File: config.mk
export PLATFORM = sky130hd
export DESIGN_NAME = alu_share_arb
export DESIGN_NICKNAME = d
export VERILOG_FILES = /design/src/rtl/alu_share_arb.sv
export SDC_FILE = /design/constraint.sdc
export NUM_CORES = 1
export LEC_CHECK = 0
export CAP_MARGIN = 15
export CORE_MARGIN = 4
export CORE_UTILIZATION = 55
export DETAILED_ROUTE_END_ITERATION = 16
export PLACE_DENSITY = 0.8
export SETUP_SLACK_MARGIN = 0.05
export SYNTH_ARGS = -nofsm -noshare
export SYNTH_HDL_FRONTEND = slang
export SYNTH_SLANG_ARGS = --single-unit
File: constraint.sdc
create_clock -name clk -period 9.5 [get_ports clk]
set_input_delay 0.95 -clock clk [delete_from_list [all_inputs] [get_ports clk]]
set_output_delay 0.95 -clock clk [all_outputs]
set_load 0.1 [all_outputs]
File: src/rtl/alu_share_arb.sv
// Shares one single-cycle ALU between two round-robin requesters; results return on a shared, ID-tagged response bus.
// Latency: an op accepted at edge N shows rsp_valid in the cycle after edge N+1 (2 cycles), 1 op/cycle sustained.
// Backpressure: rsp_ready low holds W stable; once E is also full both req readys drop (at most 2 ops in flight).
module alu_share_arb #(
    parameter int CNT_W = 16
) (
    input  logic             clk,
    input  logic             rst,
    input  logic             req0_valid,
    output logic             req0_ready,
    input  logic [31:0]      req0_a,
    input  logic [31:0]      req0_b,
    input  logic [3:0]       req0_acl,
    input  logic             req1_valid,
    output logic             req1_ready,
    input  logic [31:0]      req1_a,
    input  logic [31:0]      req1_b,
    input  logic [3:0]       req1_acl,
    output logic             rsp_valid,
    input  logic             rsp_ready,
    output logic             rsp_id,
    output logic [31:0]      rsp_result,
    output logic             rsp_zero,
    output logic             rsp_err,
    output logic [CNT_W-1:0] cnt0,
    output logic [CNT_W-1:0] cnt1
);

    localparam logic [CNT_W-1:0] CNT_MAX = '1;
    localparam logic [CNT_W-1:0] CNT_ONE = {{(CNT_W-1){1'b0}}, 1'b1};

    // E stage: operands of the op currently feeding the ALU
    logic        e_valid;
    logic        e_id;
    logic [31:0] e_a;
    logic [31:0] e_b;
    logic [3:0]  e_acl;

    // W stage: registered result, drives the response bus directly
    logic        w_valid;
    logic        w_id;
    logic [31:0] w_result;
    logic        w_zero;
    logic        w_err;

    logic        last_grant;
    logic        grant;
    logic        w_adv;
    logic        e_adv;
    logic        accept;
    logic [31:0] alu_res;
    logic        alu_illegal;
    logic        big_shift;

    assign w_adv = !w_valid || rsp_ready;
    assign e_adv = !e_valid || w_adv;

    // Round-robin pick: a lone valid requester wins, otherwise whoever was not granted last
    always_comb begin
        grant = !last_grant;
        if (req0_valid && !req1_valid) begin
            grant = 1'b0;
        end else if (req1_valid && !req0_valid) begin
            grant = 1'b1;
        end
    end

    assign req0_ready = e_adv && !grant && !rst;
    assign req1_ready = e_adv && grant && !rst;
    assign accept     = (req0_valid && req0_ready) || (req1_valid && req1_ready);

    assign alu_illegal = e_acl[3];
    assign big_shift   = |e_b[31:5];

    // Single-cycle ALU evaluated from the E stage; shifts of 32 or more flush to zero
    always_comb begin
        alu_res = 32'd0;
        case (e_acl)
            4'd0: alu_res = e_a + e_b;
            4'd1: alu_res = e_a - e_b;
            4'd2: alu_res = big_shift ? 32'd0 : (e_a << e_b[4:0]);
            4'd3: alu_res = {31'd0, (e_a < e_b)};
            4'd4: alu_res = e_a ^ e_b;
            4'd5: alu_res = big_shift ? 32'd0 : (e_a >> e_b[4:0]);
            4'd6: alu_res = e_a | e_b;
            4'd7: alu_res = e_a & e_b;
            default: alu_res = 32'd0;
        endcase
    end

    // E stage load: refills whenever it can advance, capturing the granted requester's operands
    always_ff @(posedge clk or posedge rst) begin
        if (rst) begin
            e_valid    <= 1'b0;
            e_id       <= 1'b0;
            e_a        <= 32'd0;
            e_b        <= 32'd0;
            e_acl      <= 4'd0;
            last_grant <= 1'b1;
        end else if (e_adv) begin
            e_valid <= accept;
            if (accept) begin
                e_id       <= grant;
                e_a        <= grant ? req1_a   : req0_a;
                e_b        <= grant ? req1_b   : req0_b;
                e_acl      <= grant ? req1_acl : req0_acl;
                last_grant <= grant;
            end
        end
    end

    // W stage load: holds under backpressure, illegal opcodes bypass the ALU output entirely
    always_ff @(posedge clk or posedge rst) begin
        if (rst) begin
            w_valid  <= 1'b0;
            w_id     <= 1'b0;
            w_result <= 32'd0;
            w_zero   <= 1'b0;
            w_err    <= 1'b0;
        end else if (w_adv) begin
            w_valid <= e_valid;
            if (e_valid) begin
                w_id     <= e_id;
                w_result <= alu_illegal ? 32'd0 : alu_res;
                w_zero   <= alu_illegal ? 1'b1 : (alu_res == 32'd0);
                w_err    <= alu_illegal;
            end
        end
    end

    // Per-requester completion counters, saturating at all-ones
    always_ff @(posedge clk or posedge rst) begin
        if (rst) begin
            cnt0 <= '0;
            cnt1 <= '0;
        end else if (w_valid && rsp_ready) begin
            if (!w_id && cnt0 != CNT_MAX) begin
                cnt0 <= cnt0 + CNT_ONE;
            end
            if (w_id && cnt1 != CNT_MAX) begin
                cnt1 <= cnt1 + CNT_ONE;
            end
        end
    end

    assign rsp_valid  = w_valid;
    assign rsp_id     = w_id;
    assign rsp_result = w_result;
    assign rsp_zero   = w_zero;
    assign rsp_err    = w_err;

endmodule

After elaboration in Yosys (flattened, before gate mapping)
Cells that the tools add are included.
{"block": "totals", "ff_bits": 139, "input_bits": 141, "out_inout_bits": 70}
{"block": "classes", "addsub": 4, "order_cmp": 1, "n_eq_ne": 9, "shifts": 2, "n_mux": 10, "n_bitwise": 3, "reduce_logical": 29}
{"cell": "32-bit one-hot mux with 8 select lines", "count": 1}
{"cell": "32-bit two-way mux", "count": 5}
{"cell": "16-bit by 1-bit adder with 16-bit output, second input constant", "count": 2}
{"cell": "32-bit adder", "count": 1}
{"cell": "32-bit bitwise AND", "count": 1}
{"cell": "32-bit zero test", "count": 1}
{"cell": "32-bit < comparator", "count": 1}
{"cell": "16-bit != test, second input constant", "count": 2}
{"cell": "32-bit OR", "count": 1}
{"cell": "32-bit by 5-bit << shifter with 32-bit output", "count": 1}
{"cell": "32-bit by 5-bit >> shifter with 32-bit output", "count": 1}
{"cell": "32-bit subtractor", "count": 1}
{"cell": "32-bit XOR", "count": 1}
{"cell": "27-bit OR reduction", "count": 1}
{"cell": "4-bit by 3-bit == test with 1-bit output, second input constant", "count": 4}
{"cell": "1-bit logical AND", "count": 11}
{"cell": "4-bit by 2-bit == test with 1-bit output, second input constant", "count": 2}
{"cell": "1-bit zero test", "count": 8}
{"cell": "2-bit AND reduction", "count": 4}
{"cell": "4-bit by 1-bit == test with 1-bit output, second input constant", "count": 1}
{"cell": "4-bit zero test", "count": 1}
{"cell": "4-bit two-way mux", "count": 1}
{"cell": "1-bit logical OR", "count": 3}
{"cell": "1-bit two-way mux", "count": 3}

Logic depth before layout (Yosys ltp)
Gate-level depths: netlist of run 1.
{"block": "logic_depth", "word_depth": 10, "mapped_depth": 19, "mapped_depth_nobuf": 14}

Worst setup path before layout of run 1
No wires, ideal clock.
{"block": "synth_path", "path_kind": "register to register", "start": "register e_b[2]", "end": "register w_result[31] (netlist: rsp_result[31])", "setup_ns": 0.126, "t_arrival_ns": 4.359, "required_ns": 9.374, "slack_ns": 5.015, "stages_incl_launch_ff": 16, "synth_period_minus_slack_ns": 4.485, "cell_sequence": "dfrtp_1 > inv_1 > buf_1 > clkbuf_1 > buf_1 > ha_1 > o21bai_1 > a21oi_1 > o311ai_2 > a211oi_1 > or4_1 > a211o_1 > a21oi_1 > o31ai_1 > a211o_1 > mux2_2"}
{"block": "synth_via", "elab_chain_cells": 4, "elab_cells_between_ends": 8, "cone_classes": "2 x add/sub; 2 x shift; 4 x mux"}
{"item": "start: declaration", "line": "36", "text": "logic [31:0] e_b;"}
{"item": "start signal: assignment", "line": "105", "text": "e_b <= grant ? req1_b : req0_b;"}
{"item": "parallel branches: the longest is 2 deep, another holds 32-bit subtractor"}
{"item": "32-bit one-hot mux with 8 select lines *", "line": "78", "text": "case (e_acl)"}
{"item": "32-bit two-way mux *", "line": "124", "text": "w_result <= alu_illegal ? 32'd0 : alu_res;"}
{"item": "end signal: assignment", "line": "124"}
{"item": "end: declaration", "line": "42", "text": "logic [31:0] w_result;"}
Every way passes the cells marked *.
A chain may end at the register's enable or synchronous reset.

Worst setup path after layout of run 1
{"block": "layout_path", "start": "register e_b[1]", "end": "register w_zero (netlist: rsp_zero)"}
{"block": "layout_via", "elab_chain_cells": 5, "elab_cells_between_ends": 13, "cone_classes": "2 x add/sub; 1 x order compare; 2 x shift; 4 x mux; 3 x bitwise; 1 x reduce/logical"}
{"item": "parallel branches: the longest is 2 deep, another holds 32-bit subtractor"}
{"item": "32-bit one-hot mux with 8 select lines *", "line": "78"}
{"item": "32-bit zero test *", "line": "125", "text": "w_zero <= alu_illegal ? 1'b1 : (alu_res == 32'd0);"}
{"item": "1-bit two-way mux *", "line": "125"}
{"item": "end signal: assignment", "line": "125"}
{"item": "end: declaration", "line": "43", "text": "logic w_zero;"}
Marks and branches as above.

==> summary.md, run 1 <==
| Metric | Value |
|---|---|
| Most frequent cells in the layout | nor2_1 (216), clkdlybuf4s50_1 (210), a21oi_1 (201), nand2_1 (138), dfrtp_1 (136) |
| Final hold vios | 0 |
| Bufs on Longest Clock Path | 2 |
| CTS tree | built |
| Status | completed |
| RSZ-0062 raised after global routing | false |
| I/O Buffers | 210 |
| Hpwl dp | between 40000 and 50000 µm |
| # rows | 60 |
| Core area | about 27000 µm² |
| Number of global-route vias before repair | 15200 |
| Post-CTS sizing | 0 |
| Power per cell area | between 200 and 300 nW/µm² |
| Psw | approximately 2.8 mW |
| Final #Nets | 2235 |
| H-tree depth reported by CTS | 4 |
| Hold Buf Count CTS | 0 |
| Diodes inserted | 0 |
| Maximum clock frequency | 183 MHz |
| Commonest non-fill, non-tap cell in the layout | nor2_1 |
| Clk pwr share | 0.146 |
| Post-synth top flop | dfrtp_1 |
| Setup crit start kind | register |
| Mapped Area | between 10000 and 15000 µm² |
| Syn Nets | ~2100 |
| Leakage | roughly 7.7 nW |
| Tmin final | 5.46 ns |
| Peak supply drop | 0.247 mV |
| Initial detailed-routing violation count | ~2600 |
| Post-synth ARST share | 1.00 |
| Met2 usage | 0.601 |
| Hold depth | 2 |
| Crit path kind | register to register |
| Post-Synthesis Mean Instance Area | 8.05 µm² |
| Total setup buffers inserted after CTS | 0 |
| Met1 Use GR | 0.536 |
| Worst-path clk slew | roughly 0.08 ns |
| Die area | 29800 µm² |
| Via density per instance | between 6 and 7 |
| GR met3 Demand/Resource | 0.0936 |
| Initial core utilization | 0.557 |
| Delay-heaviest family, CP | compound AO/OA/AOI/OAI gates |
| Total negative setup slack | 0 ns |
| Final Max Slew Viols | 0 |
| Vias | about 16000 |
| Worst r2r src | e_b[1] |
| Worst Setup SP | e_b[1] |
| Critical path buffers and inverters | 2 |
| Finished Layout Cells | 2337 |
| Area grow syn2layout | 19.2% |
| Seq pwr share | 0.197 |
| Placed cells | ~2300 |
| CTS root buf | clkbuf_16 |
| Slack of the critical path | roughly 4 ns |
| Sw Share | 0.565 |
| Tot Pwr | about 5 mW |
| Post-synth top area cell | dfrtp_1 |
| Worst reg-to-reg path cell count | 14 |
| Warning count from the yosys run | 0 |
| Combinational power share | 0.657 |
| GRT Max-Usage Layer | met2 |
| 1st-pass router iterations | 6 |
| R2R setup slack | 4.04 ns |
| Post-synth EDFFs | 0 |
| Final Setup Violations | 0 |
| Clk_skew | around 0.026 ns |
| Library cells used by synthesis | 82 |
| Cell internal pwr | between 2 and 2.5 mW |
| Worst Path Required | just under 10 ns |
| Top cell type's share of synthesized area | 0.231 |
| Initial antenna violation count | 0 |
| Ports | between 200 and 250 |
| Crit path capture | rsp_zero |
| Share of cells above drive strength 1 | 0.0767 |
| CTS buffer count | 17 |
| Synth top area cells | dfrtp_1 (23%), ha_1 (9.1%), mux2i_1 (7.6%) |
| WP data arrival | 5.78 ns |
| Crit-path max cell delay | around 0.70 ns |
| Stages on the worst setup path | 14 |
| Worst slack, placed | between 4 and 5 ns |
| Die X | about 170 µm |
| Total Routing Usage GR | 0.387 |
| CP Capture Type | register |
| DRC viols | 0 |
| Crit path cell chain | buf_4 > inv_2 > ha_1 > nor2_1 > o311ai_1 > a211oi_1 > or4_1 > a31oi_1 > o31ai_1 > a2111oi_0 > nor4_1 > and4_1 > nand4_1 > o21ai_1 |
| Detailed Route WL | between 60000 and 70000 µm |
| Worst slew pin tran | approximately 1.2 ns |
| Post-synthesis sequential area ratio | 0.233 |
| Max cap viols | 0 |
| Final worst path period share | 0.574 |
| Slowest library cell on the worst path | o311ai_1 |
| ANT nets after route | 0 |
| Total gr overflow | 0 |
| #FFs+latches synth | 139 |
| Reg2Reg Capture Point | rsp_zero |
| Clock sink count | 139 |
| Slew margin rel. | 0.191 |
| HP Class | register to register |
| Final GP Congestion | between 1 and 1.5 |
| Drt wl/cell | around 26 µm |
| Largest net degree at the start of global routing | just under 90 |
| Mapped Cells | around 1900 |
| Global-route wire length before repair | 91200 µm |
| Die height | about 170 µm |
| Clk_lat worst skew | roughly 0.47 ns |
| CP max FO | 58 |
## worst min-delay path by stage
stage | slack [ns] | start | to
2_1_floorplan | 0.46 | e_id | e_id
3_3_place_gp | 0.46 | rsp_result[12] | rsp_result[12]
3_5_place_dp | 0.47 | rsp_result[29] | rsp_result[29]
4_1_cts | 0.48 | rsp_result[29] | rsp_result[29]
5_1_grt | 0.51 | rsp_result[24] | rsp_result[24]
6_report | 0.48 | rsp_result[29] | rsp_result[29]
## routing by layer
layer / up-vias / part of all wire
met5: - / 0
met4: 0 / 0.039
met3: 186 / 0.12
met2: 1150 / 0.45
met1: 7785 / 0.39
li1: 7079 / -
## final cells by class
class / instances / area (µm²)
Inverter: 97 / 369
Sequential cell: 139 / 3480
Clock inverter: 15 / 196
Tap cell: 341 / 427
Multi-Input combinational cell: 1492 / 10600
Clock buffer: 17 / 425
Timing Repair Buffer: 236 / 2300
Fill cell: 2190 / 9010
## synth_stat cells (all sizes together), types with 5 or more instances
master	n
mux2	35
xnor2	36
a31oi	27
mux2i	113
nor2b	22
buf	35
and3	17
nor2	216
and2	8
o221ai	8
a221oi	12
clkbuf	91
dfrtp	138
nand3	33
nor4	19
nand2b	23
a22o	6
nand4	23
and4	9
a211oi	21
o31a	5
a21oi	201
o22ai	12
mux4	36
nand3b	7
or4	6
or3	11
a21o	17
nor3	32
o31ai	18
a22oi	31
o21bai	8
o21ai	103
ha	109
o32ai	5
o21a	10
xor2	9
nand2	139
o211ai	25
a211o	12
a221o	6
inv	96
## state kept, by name (all words and copies together) (netlist names)
signal and flops:
cnt0 16, cnt1 16, e_a 32, e_acl 4
e_b 32, e_id 1, e_valid 1, last_grant 1
rsp_err 1, rsp_id 1, rsp_result 32, rsp_valid 1
rsp_zero 1
## metrics by stage
stage	hold WS (ns)	area [µm²]	util
floorplan	0.462	14900	-
global placement	0.460	17200	0.641
detailed placement	0.469	17200	0.641
CTS	0.485	17800	0.664
global route	0.514	17800	0.664
finish	0.479	17800	0.664
## kinds of logic (layout without fill, tap and decap cells)
logic type / count (synthesis) / in the layout / synth area share
AOI/OAI and AO/OA: 570 / 570 / 0.244
and+or+nand+nor: 582 / 582 / 0.184
adders and majority gates: 111 / 111 / 0.0941
xor gates and xnor gates: 45 / 45 / 0.0264
muxes: 184 / 184 / 0.158
DFF: 139 / 139 / 0.233
buffers and inverters: 223 / 365 / 0.0604
## power groups by stage
stage	Combinational [mW]	Sequential (mW)	Clock, mW
after floorplan	1.71	1.44	0
after global placement	3.08	0.949	0
after detailed placement	3.10	0.962	0
after CTS	3.12	0.953	0.716
after global routing	3.38	0.983	0.741
final	3.22	0.966	0.716
## worst min-delay path: cells and delay by family (launching register included)
| family | cells | cell delay (ns) |
|---|---|---|
| DFF | 1 | 0.34 |
| AOI/OAI and AO/OA | 1 | 0.06 |
| and+or+nand+nor | 1 | 0.04 |
Power figures use the tool's default switching activity.
==> run 2, diff against run 1 <==
--- a/config.mk
+++ b/config.mk
@@ -7,9 +7,9 @@
 export LEC_CHECK = 0
 export CAP_MARGIN = 15
 export CORE_MARGIN = 4
-export CORE_UTILIZATION = 55
+export CORE_UTILIZATION = 51
 export DETAILED_ROUTE_END_ITERATION = 16
-export PLACE_DENSITY = 0.8
+export PLACE_DENSITY = 0.78
 export SETUP_SLACK_MARGIN = 0.05
 export SYNTH_ARGS = -nofsm -noshare
 export SYNTH_HDL_FRONTEND = slang
==> constraint.sdc (replaced) <==
create_clock -name clk -period 4.35 [get_ports clk]
set_input_delay 0.435 -clock clk [delete_from_list [all_inputs] [get_ports clk]]
set_output_delay 0.435 -clock clk [all_outputs]
set_load 0.1 [all_outputs]
==> run 2 against run 1 <==
Compared with the run above: maximum frequency rose by 34%; worst hold slack improved by 0.0023 ns; largest cell class unchanged; highest routed layer is now met5; first-iteration DRC count shrank 5.7%; worst setup slack got worse by 3.8 ns; sequential cell count stayed put; global-route usage up 0.064 points; non-clock buffer count rose by 82; combinational power up 140%; via count grew 1.8%; register-to-register slack got worse by 3.8 ns.
==> summary.md, run 2 (synthesis gave the netlist of run 1 again) <==
| Metric | Value |
|---|---|
| Status | completed |
| Worst Path Required | 4.72 ns |
| Area grow syn2layout | 24.4% |
| Filler cells | between 2000 and 2500 |
| Hold Buf Count CTS | 0 |
| Total gr overflow | 0 |
| Slew margin rel. | 0.210 |
| Tmin final | around 4 ns |
| Via density per instance | between 6 and 7 |
| Worst r2r src | e_a[0] |
| Final Max Slew Viols | 0 |
| Crit path cell chain | inv_1 > ha_1 > fa_1 > o21bai_1 > a21oi_1 > o311ai_2 > buf_4 > a211oi_2 > or4_1 > a21oi_1 > a21oi_1 > a311oi_2 > and4_1 > nand4_1 > o21ai_1 |
| Final hold vios | 0 |
| Post-Route Utilization | 0.645 |
| Most frequent cells in the layout | nor2_1 (216), clkdlybuf4s50_1 (208), a21oi_1 (200), nand2_1 (138), dfrtp_1 (135) |
| Crit path kind | register to register |
| Final GP Congestion | ~1.1 |
| Total setup buffers inserted after CTS | 0 |
| RSZ-0062 raised after global routing | false |
| Largest net degree at the start of global routing | roughly 100 |
| Initial core utilization | 0.519 |
| Detailed Route WL | about 63000 µm |
| Stages on the worst setup path | 15 |
| Initial detailed-routing violation count | around 2400 |
| I/O Buffers | 210 |
| Initial antenna violation count | 2 |
| Crit path capture | rsp_zero |
| Final #Nets | roughly 2300 |
| Clock sink count | 139 |
| CTS tree | built |
| Delay-heaviest family, CP | compound AO/OA/AOI/OAI gates |
| R2R setup slack | 0.26 ns |
| Die area | approximately 32000 µm² |
| Slack of the critical path | between 0.2 and 0.3 ns |
| Die X | 179 µm |
| Ports | ~210 |
| Crit-path max cell delay | 0.59 ns |
| Peak supply drop | 0.270 mV |
| CTS buffer count | 17 |
| Vias | 16500 |
| DRC viols | 0 |
| CTS root buf | clkbuf_16 |
| Reg2Reg Capture Point | rsp_zero |
| Critical path buffers and inverters | 2 |
| Area of the multi-input gates | 10600 µm² |
| Die height | 179 µm |
| Leakage | around 8.1 nW |
| Core area | 28800 µm² |
| Clk_skew | between 0.01 and 0.015 ns |
| CP most frequent cell | a21oi_1 |
| Share of cells above drive strength 1 | 0.117 |
| Setup crit start kind | register |
| Total Routing Usage GR | 0.387 |
| Worst slew pin tran | about 1.2 ns |
| Hold depth | 2 |
| Hpwl dp | 49400 µm |
| ANT nets after route | 0 |
| Global-route wire length before repair | 94300 µm |
| Max cap viols | 0 |
| Number of global-route vias before repair | approximately 15000 |
| Seq. cell area | between 3000 and 4000 µm² |
| Fin area | 18600 µm² |
| Total negative setup slack | 0 ns |
| DP Area | between 15000 and 20000 µm² |
| 1st-pass router iterations | 7 |
| Worst slack, placed | between 0.15 and 0.2 ns |
| H-tree depth reported by CTS | 4 |
| Final worst path period share | 0.940 |
| Bufs on Longest Clock Path | 2 |
| Drt wl/cell | ~26 µm |
| Final Setup Violations | 0 |
| Worst Setup SP | e_a[0] |
| Diodes inserted | 0 |
| Worst-path clk slew | 0.08 ns |
| CP max FO | 7 |
| Clk_lat worst skew | around 0.45 ns |
| WP data arrival | roughly 4.5 ns |
| Slowest library cell on the worst path | or4_1 |
| Worst reg-to-reg path cell count | 15 |
| Commonest non-fill, non-tap cell in the layout | nor2_1 |
| # rows | 62 |
| Maximum clock frequency | ~240 MHz |
| HP Class | register to register |
| CP Capture Type | register |
| Power per cell area | about 600 nW/µm² |
[run 2: final cells by class]
class	instances	share of cell area
sequential	139	0.188
clock inverter	15	0.0102
clock buffer	17	0.0229
inverter	97	0.0199
timing repair buffer	318	0.161
multi-input combinational	1492	0.572
tap	384	0.0259
[run 2: how the worst min path moves through the flow]
| stage | from | endpoint |
|---|---|---|
| after floorplan | e_id | e_id |
| after global placement | rsp_result[12] | rsp_result[12] |
| after detailed placement | rsp_result[9] | rsp_result[9] |
| after CTS | rsp_result[11] | rsp_result[11] |
| after global routing | rsp_result[9] | rsp_result[9] |
| final | rsp_result[4] | rsp_result[4] |
[run 2: what timing repair did]
item | 4_1_cts | 5_1_grt
setup endpoints to repair | 0 | 3
gates resized for setup | 0 | 6
endpoints found under the hold margin | 0 | 0
[run 2: layer usage]
| layer | part of all wire | GRT usage |
|---|---|---|
| met1 | 0.39 | 0.538 |
| met2 | 0.44 | 0.580 |
| met3 | 0.13 | 0.123 |
| met4 | 0.034 | 0.112 |
| met5 | 0.00043 | 0 |
[run 2: stage by stage]
| step | power (mW) | hold slack, ns | std cells |
|---|---|---|---|
| 4_1_cts | 10.8 | 0.489 | 2462 |
| 5_1_grt | 11.6 | 0.505 | 2462 |
| 3_5_place_dp | 9.28 | 0.472 | 2430 |
| 3_3_place_gp | 9.21 | 0.460 | 2430 |
| 6_report | 11.1 | 0.481 | 2462 |
| 2_1_floorplan | 6.87 | 0.462 | 1854 |
[run 2: power by group]
part / internal [mW] / switching (mW) / total (mW)
registers: 1.60 / 0.396 / 1.99
clock network: 0.785 / 0.751 / 1.54
logic: 2.54 / 5.04 / 7.58
[run 2: worst register-to-register path: cells and delay by family (launching register included)]
kind                     cells  cell delay, ns
buffers and inverters        2            0.30
AO/OA/AOI/OAI                8            1.72
adder cells (fa/ha/maj)      2            0.65
flip-flops                   1            0.43
AND/OR/NAND/NOR              3            0.91
==> RTL edit (flow settings as in run 1) <==
Reset style: synchronous (`rst`), changed in 3 clocked blocks.
--- a/src/rtl/alu_share_arb.sv
+++ b/src/rtl/alu_share_arb.sv
@@ -89,7 +89,7 @@
     end
 
     // E stage load: refills whenever it can advance, capturing the granted requester's operands
-    always_ff @(posedge clk or posedge rst) begin
+    always_ff @(posedge clk) begin
         if (rst) begin
             e_valid    <= 1'b0;
             e_id       <= 1'b0;
@@ -110,7 +110,7 @@
     end
 
     // W stage load: holds under backpressure, illegal opcodes bypass the ALU output entirely
-    always_ff @(posedge clk or posedge rst) begin
+    always_ff @(posedge clk) begin
         if (rst) begin
             w_valid  <= 1'b0;
             w_id     <= 1'b0;
@@ -129,7 +129,7 @@
     end
 
     // Per-requester completion counters, saturating at all-ones
-    always_ff @(posedge clk or posedge rst) begin
+    always_ff @(posedge clk) begin
         if (rst) begin
             cnt0 <= '0;
             cnt1 <= '0;
Function: differs if rst is asserted again (counterexample within 4 cycles, from zero or initial values and one cycle with rst high); with rst held inactive, the same outputs for 4 cycles.
==> RTL edit against run 1 <==
Worst hold slack worse by 18 ps; cell count is 11% higher; die area is 8.3% higher; area after synthesis is 8.7% higher; worst setup slack better by 400 ps; sequential cell count stayed put; wire length is 17% higher; highest routed layer is now met5; critical endpoint is now rsp_zero; cell area is 6.1% higher.
Power is not compared: it rests on default switching activity, and its combinational part moved more than twofold at a synthesized area within 25%.
==> RTL edit: results (changes against run 1) <==
| Metric | Value |
|---|---|
| WHS Path Cells | `2 (unchanged)` |
| Drt pass-1 iters | `7 (+1)` |
| DR iter-0 viols | `3,414 (+33%)` |
| Initial antenna violation count | `3 (+3)` |
| Part of the Yosys area used for sequential elements | `17.15% (-6.2 points)` |
| Reg2reg start | `e_b[0]` |
| R2R Path End | `rsp_zero` |
| Synth top area cells | `dfxtp_1 17%, ha_1 8.4%, mux2i_1 8.3%` |
| Commonest cells post-synth | `258 x nor2_1, 170 x nand2_1, 139 x dfxtp_1, 135 x mux2i_1, 129 x clkbuf_1` |
| Max Fanout on Critical Path | `29 (-50%)` |
| CTS resizes | `0 (unchanged)` |
| Place WS | `4734 ps (+463.1 ps)` |
| Leakage | `between 0.007 and 0.008 uW` |
| Via Count | `18,540 (+14%)` |
| Largest net degree at the start of global routing | `107 (+22%)` |
| Ys async rst share | `0% (-100 points)` |
| Fill cells | `2,438 (+11%)` |
| Slew margin rel. | `11.21% (-7.9 points)` |
| Root Buffer Master | `clkbuf_16` |
| # Max-Cap Violations | `0 (unchanged)` |
| Post-CTS setup buffer count | `0 (unchanged)` |
| R2r worst-path depth | `12 (-2)` |
| Share of cells above drive strength 1 | `10.97% (+3.3 points)` |
| Inserted Clock Buffers | `17 (unchanged)` |
| Setup slack, reg-to-reg | `4440 ps (+400 ps)` |
| CTS Buffer Depth | `2 (unchanged)` |
| Status | `finished, final reports clean` |
| Final setup skew | `17.49 ps (-8.422 ps)` |
| Syn Nets | `2,363 (+12%)` |
| Vias in the first global route | `17,340 (+14%)` |
| Dpl hpwl | `53,300 um (+14%)` |
| Avg WL per Cell | `27.14 um (+5.3%)` |
| GRT Total Usage | `41.20% (+2.5 points)` |
| Worst min-delay path startpoint | `rsp_result[17]` |
| Port Buf Inserts | `210 (unchanged)` |
| WP data arrival | `5420 ps (-360 ps)` |
| Yosys warns | `0 (unchanged)` |
| Distinct cells, synth | `91 (+11%)` |
| Type of the worst min-delay path | `reg2reg` |
| Highest ir drop seen on vdd | `~140 uV` |
| Hold slack | `460.7 ps (-18.04 ps)` |
| Placed cell areas | `18,300 um^2 (+6.6%)` |
| Worst Hold Endpoint | `rsp_result[17]` |
| GP Congestion | `1.120 (+3.9%)` |
| First-pass GRT wire length | `105,700 um (+16%)` |
RTL edit: final cells by class:
| class | instances | area share [%] |
|---|---|---|
| Clock inverter | 15 | 0.8020 |
| Sequential cell | 139 | 14.79 |
| Inverter | 103 | 2.048 |
| Antenna cell | 1 | 0.01326 |
| Clock buffer | 17 | 2.254 |
| Multi-Input combinational cell | 1685 | 64.96 |
| Tap cell | 384 | 2.545 |
| Timing Repair Buffer | 247 | 12.58 |
RTL edit: per-layer routing:
| layer | GRT usage [%] | wire (um) | up-vias |
|---|---|---|---|
| met2 | 61.47 | 29450 | 1472 |
| li1 | - | - | 8051 |
| met5 | 1.037 | 44 | - |
| met4 | 21.85 | 4809 | 2 |
| met3 | 10.51 | 8951 | 335 |
| met1 | 54.79 | 27060 | 8684 |
RTL edit: stage by stage:
stage	std cells	util [%]
2_1_floorplan	2111	-
3_3_place_gp	2558	63.24
3_5_place_dp	2558	63.24
4_1_cts	2590	65.23
5_1_grt	2590	65.23
6_report	2591	65.24
RTL edit: worst max-delay path by stage:
stage	startpoint	slack [ps]	endpoint
after global routing	e_b[1]	4400	rsp_zero
final	e_b[0]	4440	rsp_zero
after CTS	e_b[1]	4720	rsp_zero
after floorplan	req0_valid	5400	req1_ready
after global placement	e_b[0]	4760	rsp_zero
after detailed placement	e_b[1]	4730	rsp_zero
RTL edit: cell families (layout without fill, tap and decap cells):
group / Yosys count / count (layout) / share of synthesized area (%)
DFF: 139 / 139 / 17.15
AOI/OAI and AO/OA: 621 / 621 / 26.65
buffers and inverters: 287 / 382 / 7.526
xor gates and xnor gates: 41 / 41 / 2.213
and+or+nand+nor: 704 / 704 / 20.44
other: 0 / 1 / 0
adders and majority gates: 112 / 112 / 8.714
muxes: 207 / 207 / 17.30
RTL edit: power breakdown:
part	switching, uW	total, uW	internal, uW
registers	121	752	631
clock network	312	660	348
logic	1000	1550	551
total	1430	2960	1530
RTL edit: worst max-delay path, stage by stage (launching register included):
cell      delay [ps]
dfxtp_4          630
clkinv_1         480
buf_4            410
ha_1             240
mux2i_1          550
o21ai_0          150
a21oi_1          550
o21ai_0          240
nor4_1           510
nand4b_1         180
nor4_2           440
nand4_1          190
o41ai_2          340
